$ cat src/rtl/rv32_pkg.sv
// Shared RV32 types and constants for the iterative multiply/divide unit.
package rv32_pkg;

    localparam int XLEN         = 32;
    localparam int MULDIV_ITERS = 32;

    typedef enum logic [2:0] {
        MUL    = 3'd0,
        MULH   = 3'd1,
        MULHSU = 3'd2,
        MULHU  = 3'd3,
        DIV    = 3'd4,
        DIVU   = 3'd5,
        REM    = 3'd6,
        REMU   = 3'd7
    } muldiv_op_t;

    typedef enum logic [1:0] {
        IDLE = 2'd0,
        CALC = 2'd1,
        DONE = 2'd2
    } muldiv_state_t;

    // The upper funct3 bit separates the divide group from the multiply group.
    function automatic logic is_div_op(muldiv_op_t op);
        return op[2];
    endfunction

endpackage

$ cat src/rtl/muldiv_unit_if.sv
// Request/response bundle between the execute stage and the multiply/divide unit.
interface muldiv_unit_if;
    import rv32_pkg::*;

    logic            start;
    logic            flush;
    muldiv_op_t      funct3;
    logic [XLEN-1:0] op_a;
    logic [XLEN-1:0] op_b;
    logic [4:0]      rd_in;
    logic            busy;
    logic            done;
    logic [XLEN-1:0] result;
    logic [4:0]      rd_out;

    modport master (
        output start, flush, funct3, op_a, op_b, rd_in,
        input  busy, done, result, rd_out
    );

    modport slave (
        input  start, flush, funct3, op_a, op_b, rd_in,
        output busy, done, result, rd_out
    );

endinterface

$ cat src/rtl/muldiv_sign_fix.sv
// Conditional two's-complement negate: turns signed operands into magnitudes
// and re-applies the result sign after the unsigned iteration.
module muldiv_sign_fix #(
    parameter int WIDTH = 32
) (
    input  logic [WIDTH-1:0] value,
    input  logic             negate,
    output logic [WIDTH-1:0] fixed
);

    assign fixed = negate ? -value : value;

endmodule

$ cat src/rtl/muldiv_unit.sv
// Iterative RV32M multiply/divide unit: shift-add multiply and restoring divide,
// one bit per cycle over 32 cycles, with divide-by-zero/overflow answered at once.
module muldiv_unit
    import rv32_pkg::*;
(
    input logic          clk,
    input logic          rst,
    muldiv_unit_if.slave bus
);

    localparam logic [4:0]      LAST_ITER = 5'(MULDIV_ITERS - 1);
    localparam logic [XLEN-1:0] ALL_ONES  = '1;
    localparam logic [XLEN-1:0] INT_MIN   = {1'b1, {(XLEN-1){1'b0}}};

    muldiv_state_t   state, state_next;
    muldiv_op_t      op;
    logic [4:0]      count;
    logic [4:0]      rd_q;
    logic [XLEN-1:0] operand;
    logic [XLEN-1:0] acc_hi;
    logic [XLEN-1:0] acc_lo;
    logic            neg_res;
    logic [XLEN-1:0] result_q;
    logic [4:0]      rd_out_q;
    logic            busy;
    logic            done;
    logic            accept;

    logic            signed_a, signed_b;
    logic            sign_a, sign_b;
    logic            start_neg, start_div, special;
    logic [XLEN-1:0] special_value;
    logic [XLEN-1:0] mag_a, mag_b;

    logic [XLEN:0]     mul_sum;
    logic [XLEN:0]     partial_rem;
    logic              rem_ge;
    logic [XLEN-1:0]   hi_next, lo_next;
    logic [2*XLEN-1:0] fix_in, fix_out;
    logic [XLEN-1:0]   final_result;

    assign accept = bus.start && !bus.flush;

    // Operand signedness, result sign and the RISC-V no-trap corner cases.
    always_comb begin
        signed_a      = bus.funct3 inside {MUL, MULH, MULHSU, DIV, REM};
        signed_b      = bus.funct3 inside {MUL, MULH, DIV, REM};
        sign_a        = signed_a & bus.op_a[XLEN-1];
        sign_b        = signed_b & bus.op_b[XLEN-1];
        start_div     = is_div_op(bus.funct3);
        start_neg     = (bus.funct3 inside {REM, REMU}) ? sign_a : (sign_a ^ sign_b);
        special       = 1'b0;
        special_value = '0;
        if (start_div) begin
            if (bus.op_b == '0) begin
                special       = 1'b1;
                special_value = (bus.funct3 inside {DIV, DIVU}) ? ALL_ONES : bus.op_a;
            end else if (signed_b && bus.op_a == INT_MIN && bus.op_b == ALL_ONES) begin
                special       = 1'b1;
                special_value = (bus.funct3 == DIV) ? INT_MIN : '0;
            end
        end
    end

    muldiv_sign_fix #(.WIDTH(XLEN)) fix_a (
        .value (bus.op_a),
        .negate(sign_a),
        .fixed (mag_a)
    );

    muldiv_sign_fix #(.WIDTH(XLEN)) fix_b (
        .value (bus.op_b),
        .negate(sign_b),
        .fixed (mag_b)
    );

    // Multiply keeps {acc_hi, acc_lo} as product/multiplier pair shifting right;
    // divide shifts the dividend out of acc_lo into a 33-bit partial remainder.
    always_comb begin
        mul_sum     = {1'b0, acc_hi} + (acc_lo[0] ? {1'b0, operand} : '0);
        partial_rem = {acc_hi, acc_lo[XLEN-1]};
        rem_ge      = partial_rem >= {1'b0, operand};
        if (is_div_op(op)) begin
            hi_next = rem_ge ? (partial_rem[XLEN-1:0] - operand) : partial_rem[XLEN-1:0];
            lo_next = {acc_lo[XLEN-2:0], rem_ge};
        end else begin
            hi_next = mul_sum[XLEN:1];
            lo_next = {mul_sum[0], acc_lo[XLEN-1:1]};
        end
    end

    assign fix_in = is_div_op(op)
                  ? {{XLEN{1'b0}}, ((op inside {REM, REMU}) ? hi_next : lo_next)}
                  : {hi_next, lo_next};

    muldiv_sign_fix #(.WIDTH(2*XLEN)) fix_out_inst (
        .value (fix_in),
        .negate(neg_res),
        .fixed (fix_out)
    );

    assign final_result = (op inside {MULH, MULHSU, MULHU}) ? fix_out[2*XLEN-1:XLEN]
                                                           : fix_out[XLEN-1:0];

    always_ff @(posedge clk or negedge rst) begin
        if (!rst) begin
            state <= IDLE;
        end else begin
            state <= state_next;
        end
    end

    always_comb begin
        state_next = state;
        busy       = (state != IDLE);
        done       = 1'b0;
        case (state)
            IDLE: begin
                if (accept) begin
                    state_next = special ? DONE : CALC;
                end
            end
            CALC: begin
                if (bus.flush) begin
                    state_next = IDLE;
                end else if (count == LAST_ITER) begin
                    state_next = DONE;
                end
            end
            DONE: begin
                state_next = IDLE;
                done       = !bus.flush;
            end
            default: begin
                state_next = IDLE;
            end
        endcase
    end

    // Result and rd_out only change on entry to DONE, so a flushed op leaves them intact.
    always_ff @(posedge clk or negedge rst) begin
        if (!rst) begin
            op       <= MUL;
            count    <= '0;
            rd_q     <= '0;
            operand  <= '0;
            acc_hi   <= '0;
            acc_lo   <= '0;
            neg_res  <= 1'b0;
            result_q <= '0;
            rd_out_q <= '0;
        end else begin
            case (state)
                IDLE: begin
                    if (accept) begin
                        op      <= bus.funct3;
                        rd_q    <= bus.rd_in;
                        neg_res <= start_neg;
                        count   <= '0;
                        acc_hi  <= '0;
                        operand <= start_div ? mag_b : mag_a;
                        acc_lo  <= start_div ? mag_a : mag_b;
                        if (special) begin
                            result_q <= special_value;
                            rd_out_q <= bus.rd_in;
                        end
                    end
                end
                CALC: begin
                    if (!bus.flush) begin
                        acc_hi <= hi_next;
                        acc_lo <= lo_next;
                        count  <= count + 5'd1;
                        if (count == LAST_ITER) begin
                            result_q <= final_result;
                            rd_out_q <= rd_q;
                        end
                    end
                end
                default: begin
                end
            endcase
        end
    end

    assign bus.busy   = busy;
    assign bus.done   = done;
    assign bus.result = result_q;
    assign bus.rd_out = rd_out_q;

endmodule
$ cat src/flat_wrapper.sv
// flat-port wrapper written by rule: the top's interface ports become plain ports
module muldiv_unit_flat import rv32_pkg::*;
  (clk, rst, bus_start, bus_flush, bus_funct3, bus_op_a, bus_op_b, bus_rd_in, bus_busy, bus_done, bus_result, bus_rd_out);
  muldiv_unit_if bus_i ();
  input logic clk;
  input logic rst;
  input wire logic [$bits(bus_i.start)-1:0] bus_start;
  input wire logic [$bits(bus_i.flush)-1:0] bus_flush;
  input wire logic [$bits(bus_i.funct3)-1:0] bus_funct3;
  input wire logic [$bits(bus_i.op_a)-1:0] bus_op_a;
  input wire logic [$bits(bus_i.op_b)-1:0] bus_op_b;
  input wire logic [$bits(bus_i.rd_in)-1:0] bus_rd_in;
  output wire logic [$bits(bus_i.busy)-1:0] bus_busy;
  output wire logic [$bits(bus_i.done)-1:0] bus_done;
  output wire logic [$bits(bus_i.result)-1:0] bus_result;
  output wire logic [$bits(bus_i.rd_out)-1:0] bus_rd_out;
  assign bus_i.start = bus_start;
  assign bus_i.flush = bus_flush;
  assign bus_i.funct3 = bus_funct3;
  assign bus_i.op_a = bus_op_a;
  assign bus_i.op_b = bus_op_b;
  assign bus_i.rd_in = bus_rd_in;
  assign bus_busy = bus_i.busy;
  assign bus_done = bus_i.done;
  assign bus_result = bus_i.result;
  assign bus_rd_out = bus_i.rd_out;
  muldiv_unit u_core (.clk(clk), .rst(rst), .bus(bus_i));
endmodule
$ cat config.mk
export PLATFORM = sky130hd
export DESIGN_NAME = muldiv_unit_flat
export DESIGN_NICKNAME = d
export VERILOG_FILES = /design/src/rtl/rv32_pkg.sv /design/src/rtl/muldiv_unit_if.sv /design/src/rtl/muldiv_sign_fix.sv /design/src/rtl/muldiv_unit.sv /design/src/flat_wrapper.sv
export SDC_FILE = /design/constraint.sdc
export NUM_CORES = 1
export LEC_CHECK = 0
export ABC_CLOCK_PERIOD_IN_PS = 5650
export BUFFER_PORTS_ARGS = -buffer_cell sky130_fd_sc_hd__buf_2
export CORE_MARGIN = 4
export CORE_UTILIZATION = 40
export CTS_BUF_LIST = sky130_fd_sc_hd__clkbuf_4
export DETAILED_ROUTE_END_ITERATION = 12
export HOLD_SLACK_MARGIN = 0.02
export PLACE_DENSITY = 0.57
export SYNTH_ARGS = -nofsm -noshare
export SYNTH_HDL_FRONTEND = slang
export SYNTH_SLANG_ARGS = --single-unit
$ cat constraint.sdc
create_clock -name clk -period 5.65 [get_ports clk]
set_input_delay 0.565 -clock clk [delete_from_list [all_inputs] [get_ports clk]]
set_output_delay 0.565 -clock clk [all_outputs]
set_load 0.01 [all_outputs]
---- Word level (Yosys, flattened, before mapping) ----
Cells that the tools add are included.
storage, ports and cells
  input port bits ......................... 76
  register bits after elaboration ......... 149
  output and inout port bits .............. 39
operators by class
  reductions and logical operators ........ 19
  eq/ne operators ......................... 21
  mux-type cells .......................... 46
  magnitude comparators ................... 1
  bitwise operators ....................... 3
  $add $sub $neg .......................... 6
operators by type and width
  cell                                                                     count
  32-bit 2-to-1 mux                                                        23
  32-bit one-hot mux with 2 select lines                                   3
  64-bit 2-to-1 mux                                                        2
  32-bit equality test, second input constant                              2
  32-bit negation                                                          2
  64-bit negation                                                          1
  32-bit by 33-bit adder with 33-bit output                                1
  33-bit by 32-bit greater-or-equal comparator with 1-bit output           1
  32-bit logical NOT                                                       1
  32-bit subtractor                                                        1
  5-bit 2-to-1 mux                                                         6
  5-bit one-hot mux with 2 select lines                                    2
  3-bit equality test, second input constant                               6
  2-bit nonzero test                                                       5
  3-bit by 2-bit equality test with 1-bit output, second input constant    3
  2-bit 2-to-1 mux                                                         4
  3-bit by 1-bit equality test with 1-bit output, second input constant    2
  2-bit by 1-bit inequality test with 1-bit output, second input constant  3
  5-bit by 1-bit adder with 5-bit output, second input constant            1
  5-bit equality test, second input constant                               1
  1-bit 2-to-1 mux                                                         5
  5-bit AND reduction                                                      1
  5-bit nonzero test                                                       1
  2-bit one-hot mux with 2 select lines                                    1
  other kinds (14)                                                         18

---- Logic depth before layout (Yosys ltp) ----
Gate-level depths: netlist of run 1.
  word-level depth ........................ 11
  gate-level depth with buffers ........... 25
  mapped depth without buffers ............ 20

---- By module ----
Synthesis of run 1 repeated with hierarchy kept, for this count alone.
second synthesis, totals
  cells, all modules ...................... 2,126
  area total of the unflattened synthesis .. 15,860.2 um2
by module, submodules not included
  module                                  area each (um2)  instances  cells each  sequential area each (um2)
  muldiv_unit                             12,872.3         1          1,712       3,728.6
  muldiv_sign_fix at u_core.fix_a ...     767.0            2          108         0.0
  muldiv_sign_fix at u_core.fix_out_inst  1,453.9          1          198         0.0

---- Least setup slack after synthesis of run 1 ----
Ideal clock, no wire load.
  path kind ............................... register -> register
  start ................................... register u_core.acc_hi[10]
  end ..................................... register u_core.result_q[24], in the netlist u_core.bus.result[24]
  setup slack ............................. 0.498 ns
  cell stages (with the launch flop) ...... 25
  buffers on the path ..................... 5
  data arrival time ....................... 5.075 ns
  library setup time ...................... 0.077 ns
  cell sequence ........................... dfrtp_1 ha_1 buf_2 nand2_2 or4_1 nor4_2 a31oi_1 and2_1 buf_6 nor2_4 buf_4 clkbuf_1 nand3_1 a31oi_1 ha_1 nand2_1 nand4b_1 o311a_1 nor4_4 nand3_1 or4_1 buf_2 nor3_2 mux2_1 o21ai_1
between the ends
  longest elaborated chain between the ends .. 11
ends and longest elaborated chain
  what                                                                                                        RTL line                              RTL
  from (decl)                                                                                                 muldiv_unit.sv:20                     logic [XLEN-1:0] acc_hi;
  from (signal assigned)                                                                                      muldiv_unit.sv:171                    acc_hi <= hi_next;
  32-bit subtractor / 33-bit by 32-bit greater-or-equal comparator with 1-bit output (equally long branches)  muldiv_unit.sv:84, muldiv_unit.sv:82
  32-bit 2-to-1 mux                                                                                           muldiv_unit.sv:84                     hi_next = rem_ge ? (partial_rem[XLEN-1:0] - operand) : partial_rem[XLEN-1:0];
  32-bit 2-to-1 mux                                                                                           muldiv_unit.sv:83                     if (is_div_op(op)) begin
  32-bit 2-to-1 mux                                                                                           muldiv_unit.sv:93                     ? {{XLEN{1'b0}}, ((op inside {REM, REMU}) ? hi_next : lo_next)}
  64-bit 2-to-1 mux (*)                                                                                       muldiv_unit.sv:93
  64-bit negation                                                                                             muldiv_sign_fix.sv:11                 assign fixed = negate ? -value : value;
  64-bit 2-to-1 mux (*)                                                                                       muldiv_sign_fix.sv:11
  32-bit 2-to-1 mux (*)                                                                                       muldiv_unit.sv:102                    assign final_result = (op inside {MULH, MULHSU, MULHU}) ? fix_out[2*XLEN-1:XLEN]
  32-bit 2-to-1 mux (*)                                                                                       muldiv_unit.sv:174                    if (count == LAST_ITER) begin
  32-bit 2-to-1 mux (*)                                                                                       muldiv_unit.sv:170                    if (!bus.flush) begin
  32-bit one-hot mux with 2 select lines (*)                                                                  muldiv_unit.sv:153                    case (state)
  to (signal assigned)                                                                                        muldiv_unit.sv:164                    result_q <= special_value;
  to (signal assigned)                                                                                        muldiv_unit.sv:175                    result_q <= final_result;
  to (decl)                                                                                                   muldiv_unit.sv:23                     logic [XLEN-1:0] result_q;
Every way passes the cells marked *; elsewhere a longest branch is shown, timed or not. The select of a mux whose other input is x is not followed.
A chain may end at the register's enable or synchronous reset.

---- Final worst setup path of run 1 ----
  start ................................... register u_core.acc_hi[23]
  end ..................................... register u_core.result_q[3], in the netlist u_core.bus.result[3]
The elaborated chain is that of the path after synthesis.

==> results of run 1 <==
repair_timing:
action	CTS	global route
hold buffers	1	0
endpoints found under the hold margin	82	0
gates resized for setup	0	0
Yosys cell counts, types with 8 or more instances:
cell and count:
a221oi_1 8, mux2i_1 45, o211ai_1 34, nor3_1 46
clkbuf_1 117, buf_1 14, or2_2 9, o22ai_1 8
o311ai_0 8, and2_1 52, or4_1 13, and3_1 16
nand3_1 63, or3_1 17, nand2_1 317, dfrtp_1 149
a22o_1 9, xnor2_1 80, inv_1 62, nor4_1 23
a21oi_1 197, nor2_1 209, buf_2 10, ha_1 70
o31ai_1 30, nand4_1 39, o21ai_0 233, o41ai_1 9
a31oi_1 30, nand2b_1 13, o21a_1 15, nor2b_1 13
o21ai_1 20, o221ai_1 13, xor2_1 50, mux2_2 14
o311a_1 10, a211oi_1 38, a21o_1 17
power by group:
part / leakage [uW] / internal, uW / switching [uW]
clock network: 0.000159 / 275 / 504
registers: 0.00188 / 1310 / 328
logic: 0.00544 / 2380 / 4690
total: 0.00747 / 3970 / 5520
worst min path at each step:
stage / end / cells past startpoint / from / slack, ns
after global routing: u_core.rd_q[3] / 3 / bus_rd_in[3] / 0.05
after CTS: u_core.rd_q[3] / 3 / bus_rd_in[3] / 0.03
after global placement: u_core.rd_q[4] / 2 / u_core.rd_q[4] / 0.46
final: u_core.rd_q[3] / 3 / bus_rd_in[3] / 0.07
after detailed placement: u_core.rd_q[1] / 2 / u_core.rd_q[1] / 0.47
after floorplan: u_core.acc_hi[0] / 0 / rst / 0.27
through the flow:
stage	hold slack, ns	setup slack (ns)	total power, uW
finish	0.0685	0.198	9490
global placement	0.459	0.439	8500
floorplan	0.269	0.498	5800
CTS	0.0314	0.355	9310
global route	0.0536	0.00912	10000
detailed placement	0.467	0.367	8500
logic make-up (layout without fill, tap and decap cells):
family	Yosys count	after routing	share of synthesized area, %
flops	149	149	23.0
simple gates	878	878	26.2
xor+xnor	130	130	7.03
other cells	0	2	0
buf+inv	209	321	5.04
mux	60	60	3.83
fa+ha+maj	72	72	5.66
compound gates	756	756	29.2
final cells by class:
| class | instances | area (um2) | share of cell area [%] |
|---|---|---|---|
| multi-input combinational | 1896 | 11700 | 64.7 |
| tap | 525 | 657 | 3.64 |
| antenna | 2 | 5.00 | 0.0277 |
| clock inverter | 15 | 169 | 0.936 |
| inverter | 65 | 244 | 1.35 |
| clock buffer | 17 | 128 | 0.707 |
| sequential | 149 | 3730 | 20.7 |
| timing repair buffer | 224 | 1430 | 7.93 |
sequential cells by signal, summed over array words and instances (netlist names):
name and count:
u_core.operand 32, u_core.bus.rd_out 5, u_core.op 3, u_core.acc_lo 32
u_core.bus.result 32, u_core.acc_hi 32, u_core.neg_res 1, u_core.rd_q 5
u_core.state 2, u_core.count 5
worst max-delay path, cell delays in order, from the launching register on:
cell and delay [ns]:
dfrtp_1 0.48, ha_1 0.48, nand2_1 0.24, o21ai_0 0.20, a221oi_1 0.46, o2111a_1 0.37
nor2_4 0.05, buf_4 0.29, o311ai_0 0.63, buf_4 0.23, and4bb_1 0.23, buf_4 0.14
nand3_1 0.24, nor4_2 0.32, buf_4 0.23, mux2_2 0.34, o21ai_1 0.26, o211ai_1 0.14
layer usage:
| layer | part of all wire (%) | track usage (%) | vias to the layer above |
|---|---|---|---|
| li1 | - | - | 8445 |
| met1 | 41 | 45.2 | 8833 |
| met2 | 46 | 54.7 | 905 |
| met3 | 8.3 | 6.26 | 179 |
| met4 | 4.4 | 13.7 | 4 |
| met5 | 0.031 | 0 | - |
==> impl_metrics.json, run 1 <==
{
  "cts_root_buf": "clkbuf_4",
  "synthesis.nets": 2402,
  "start_util_pct": 40.6,
  "worst-setup-path-type": "reg2reg",
  "seq_area_frac_synth_pct": 23.0,
  "die_y_um": 209,
  "p_leak_uw": 0.00747,
  "grt_pass1_vias": 17100,
  "mostFrequentLayoutCells": "nand2_1, o21ai_0, nor2_1, a21oi_1, dfrtp_1",
  "place_area_um2": 17700,
  "fmax_mhz": 183,
  "dp_hpwl_mm": 61.5,
  "required_ns": 6.22,
  "fin_crit_ns": 5.45,
  "fillCellCount": 4147,
  "io_pins": 115,
  "drc": 0,
  "fin_util_pct": 45.2,
  "die_w_um": 209,
  "rsz0062_at_grt": "no",
  "syn_inst": 2254,
  "finClkSkew_ns": 0.0272,
  "tightest_slew_ns": 1.03,
  "peakVddDrop_uv": 290,
  "async_flop_share_pct": 100,
  "finalSetupViolCount": 0,
  "synthToLayoutAreaGrowth_pct": 11.4,
  "cts_sinks": 149,
  "post-cts-setup-buffers": 0,
  "rr_startpoint": "u_core.acc_hi[23]",
  "wl_mm": 77.2,
  "grt_overflow": 0,
  "slew_headroom_pct": 30.6,
  "design.final.nets": 2501,
  "r2r_slack_ns": 0.20,
  "end_kind": "register",
  "maxCapViolCount": 0,
  "reg2reg_to": "u_core.bus.result[3]",
  "vias_per_cell": 6.35,
  "drv_slew": 0,
  "rows": 73,
  "ant_nets": 0,
  "critPathLaunchType": "register",
  "vias": 18400,
  "cts.htree.levels": 4,
  "wl_per_cell_um": 26.7,
  "die_area_um2": 43800,
  "synth_top_area_cell": "dfrtp_1",
  "numCtsBuffers": 17,
  "cp-endpoint": "u_core.bus.result[3]",
  "worstPathArrival_ns": 6.02,
  "numPlacedInstances": 2858,
  "crit_fanout": 35,
  "clock_latency_ns": 0.69,
  "io_buffers": 114,
  "antenna_found_initial": 6,
  "stdcell_count": 2893,
  "setup.worst_path.start": "u_core.acc_hi[23]",
  "synthFlopType": "dfrtp_1",
  "grt_pass1_wl_mm": 113,
  "clkTransAtPathRegs_ns": 0.17,
  "post-route-period-util_pct": 96.5,
  "grt_usage_pct": 34.0,
  "synth.area.top_cells": "dfrtp_1, nand2_1, o21ai_0",
  "detail_route.first_pass.iterations": 6,
  "drt_iter0_drc": 2119,
  "cts_tree": "done",
  "layout_commonest_cell": "nand2_1",
  "cts.path.max_buffers": 2,
  "status": "finished clean",
  "ys_types": 97,
  "syn-cell-area_um2": 16200,
  "globalplace.congestion": 1.03,
  "final_layout_size_suffix_gt1_share_pct": 13.1,
  "power.density_nw_per_um2": 526,
  "synth_edf_count": 0,
  "hold_viol": 0,
  "yosys_warnings": 0,
  "yosysTopAreaCellShare_pct": 23.0,
  "synth.avg_cell_area_um2": 7.18,
  "setup_tns_ns": 0,
  "hold_class": "in2reg",
  "design_area_um2": 18000,
  "coreArea_um2": 39900,
  "synth_seq_cells": 149,
  "worstRegToRegCells": 17,
  "grt_max_degree": 85
}
Note: power is estimated with default switching activity, not from simulation.
==> run 2, diff against run 1 <==
Settings changed: ABC_CLOCK_PERIOD_IN_PS 5650 to 6100, HOLD_SLACK_MARGIN 0.02 to not set, PLACE_DENSITY 0.57 to 0.6.
Clock period 5.65 ns to 6.1 ns, I/O delays scaled along.
==> run 2 against run 1 <==
  * Die area stayed put
  * Sequential power is 6% lower
  * Cell area is 0.84% lower
  * Cell count is 0.45% lower
==> impl_metrics.json, run 2 (same netlist as run 1, synthesis figures left out) <==
{
  "vias": 18300,
  "design.final.nets": 2487,
  "cts_root_buf": "clkbuf_4",
  "tightest_slew_ns": 1.08,
  "required_ns": 6.68,
  "drt_iter0_drc": 1906,
  "clock_latency_ns": 0.69,
  "post-route-period-util_pct": 94.4,
  "vias_per_cell": 6.36,
  "wl_mm": 78.1,
  "hold_viol": 0,
  "fin_crit_ns": 5.76,
  "power.internal_uw": 3480,
  "coreArea_um2": 39900,
  "peakVddDrop_uv": 244,
  "cts_tree": "done",
  "dp_slack_ns": 0.520,
  "wl_per_cell_um": 27.1,
  "start_util_pct": 40.6,
  "synthToLayoutAreaGrowth_pct": 10.5,
  "final_layout_size_suffix_gt1_share_pct": 12.6,
  "end_kind": "register",
  "cpPeakStageDelay_ns": 0.94,
  "clkPwrFrac_pct": 7.2,
  "grt_overflow": 0,
  "critPathLaunchType": "register",
  "worstPathArrival_ns": 6.34,
  "maxCapViolCount": 0,
  "slew_headroom_pct": 27.2,
  "io_pins": 115,
  "hold_class": "in2reg",
  "finClkSkew_ns": 0.0474,
  "rsz0062_at_grt": "no",
  "crit_fanout": 35,
  "cts.path.max_buffers": 2,
  "power.switching_uw": 5090,
  "combPwrFrac_pct": 74.9,
  "mostFrequentLayoutCells": "nand2_1, o21ai_0, nor2_1, a21oi_1, dfrtp_1",
  "total_power_uw": 8570,
  "ant_nets": 0,
  "crit_chain": "ha_1 -> nand2_1 -> o21ai_0 -> a221oi_1 -> o2111a_1 -> nor2_4 -> buf_12 -> o311ai_0 -> and4bb_1 -> nand3_1 -> or4_1 -> nor3_2 -> mux2_1 -> o21ai_1",
  "fillCellCount": 4145,
  "grt_usage_pct": 34.5,
  "power_frac_seq_pct": 18.0,
  "cts.htree.levels": 4,
  "grt_max_degree": 68,
  "detail_route.first_pass.iterations": 6,
  "worst-setup-path-type": "reg2reg",
  "die_y_um": 209,
  "setup_tns_ns": 0,
  "drc": 0,
  "layout_commonest_cell": "nand2_1",
  "globalplace.congestion": 1.02,
  "p_leak_uw": 0.00737,
  "critPathSlowestCell": "o311ai_0",
  "status": "finished clean",
  "fmax_mhz": 174,
  "switching_share_pct": 59.4,
  "die_w_um": 209,
  "drv_slew": 0,
  "dp_hpwl_mm": 62.1,
  "fin_util_pct": 44.8,
  "io_buffers": 114,
  "grt_pass1_vias": 17000,
  "numCtsBuffers": 17,
  "power.density_nw_per_um2": 479,
  "finalWorstSetupSlack_ns": 0.340,
  "finalSetupViolCount": 0,
  "clkTransAtPathRegs_ns": 0.15,
  "rows": 73,
  "die_area_um2": 43800,
  "antenna_found_initial": 8,
  "cts_sinks": 149,
  "grt_pass1_wl_mm": 114
}
[run 2: changes by cell type in the layout (fill, tap and decap cells not counted)]
| cell | change |
|---|---|
| buf_12 | +1 |
| buf_4 | -15 |
| bufinv_16 | -2 |
| clkinv_1 | +2 |
| clkinv_2 | +2 |
| clkinv_4 | -1 |
| clkinvlp_4 | +1 |
| diode_2 | +1 |
| inv_6 | -1 |
| inv_8 | -1 |
| nand2b_1 | -1 |
| nand2b_2 | +1 |
[run 2: metrics by stage]
stage          hold WS (ns)  instances  instance area [um2]
2_1_floorplan         0.314       2254                16200
3_3_place_gp          0.461       2842                17600
3_5_place_dp          0.463       2842                17600
4_1_cts               0.103       2875                17900
5_1_grt               0.111       2878                17900
6_report              0.151       2880                17900
[run 2: cell type report]
cell class | count | area, um2 | share of cell area (%)
timing repair buffer | 210 | 1340 | 7.48
tap | 525 | 657 | 3.67
multi-input combinational | 1896 | 11700 | 65.3
clock inverter | 15 | 105 | 0.587
inverter | 65 | 244 | 1.36
antenna | 3 | 7.51 | 0.0420
clock buffer | 17 | 128 | 0.713
sequential | 149 | 3730 | 20.9
[run 2: worst max-delay path, delay by kind of cell (launching register included)]
| kind | cells | cell delay (ns) |
|---|---|---|
| mux | 1 | 0.34 |
| fa+ha+maj | 1 | 0.47 |
| simple gates | 6 | 2.04 |
| buf+inv | 1 | 0.20 |
| flops | 1 | 0.46 |
| compound gates | 5 | 2.15 |
[run 2: repair_timing]
| action | in CTS | in global routing |
|---|---|---|
| setup buffers | 0 | 2 |
| hold buffers | 1 | 0 |
| setup endpoints to repair | 0 | 3 |
| resized for setup | 0 | 0 |
| hold endpoints to repair | 65 | 0 |
[run 2: routing by layer]
metal  GRT usage, %  vias up  wire, um
li1               -     8420         -
met2           54.2      909     35100
met3           6.70      152      6750
met1           46.1     8825     32300
met5              0        -        11
met4           15.4        4      3940
[run 2: worst paths after layout]
check	start	end	slack [ns]	cells after the start
hold / removal	bus_rd_in[0]	u_core.rd_q[0]	0.15	3
setup / recovery	u_core.acc_hi[23]	u_core.bus.result[24]	0.34	14
min in group asynchronous	rst	u_core.bus.result[24]	0.52	2
setup reg to reg	u_core.acc_hi[23]	u_core.bus.result[24]	0.34	14
hold reg to reg	u_core.rd_q[0]	u_core.rd_q[0]	0.50	2
max in group asynchronous	rst	u_core.neg_res	4.25	3
[run 2: power groups by stage]
stage	combinational, uW	sequential, uW	clock (uW)
global route	6830	1570	649
CTS	6240	1530	617
floorplan	3960	1410	0
global placement	6220	1540	0
finish	6420	1540	615
detailed placement	6200	1550	0
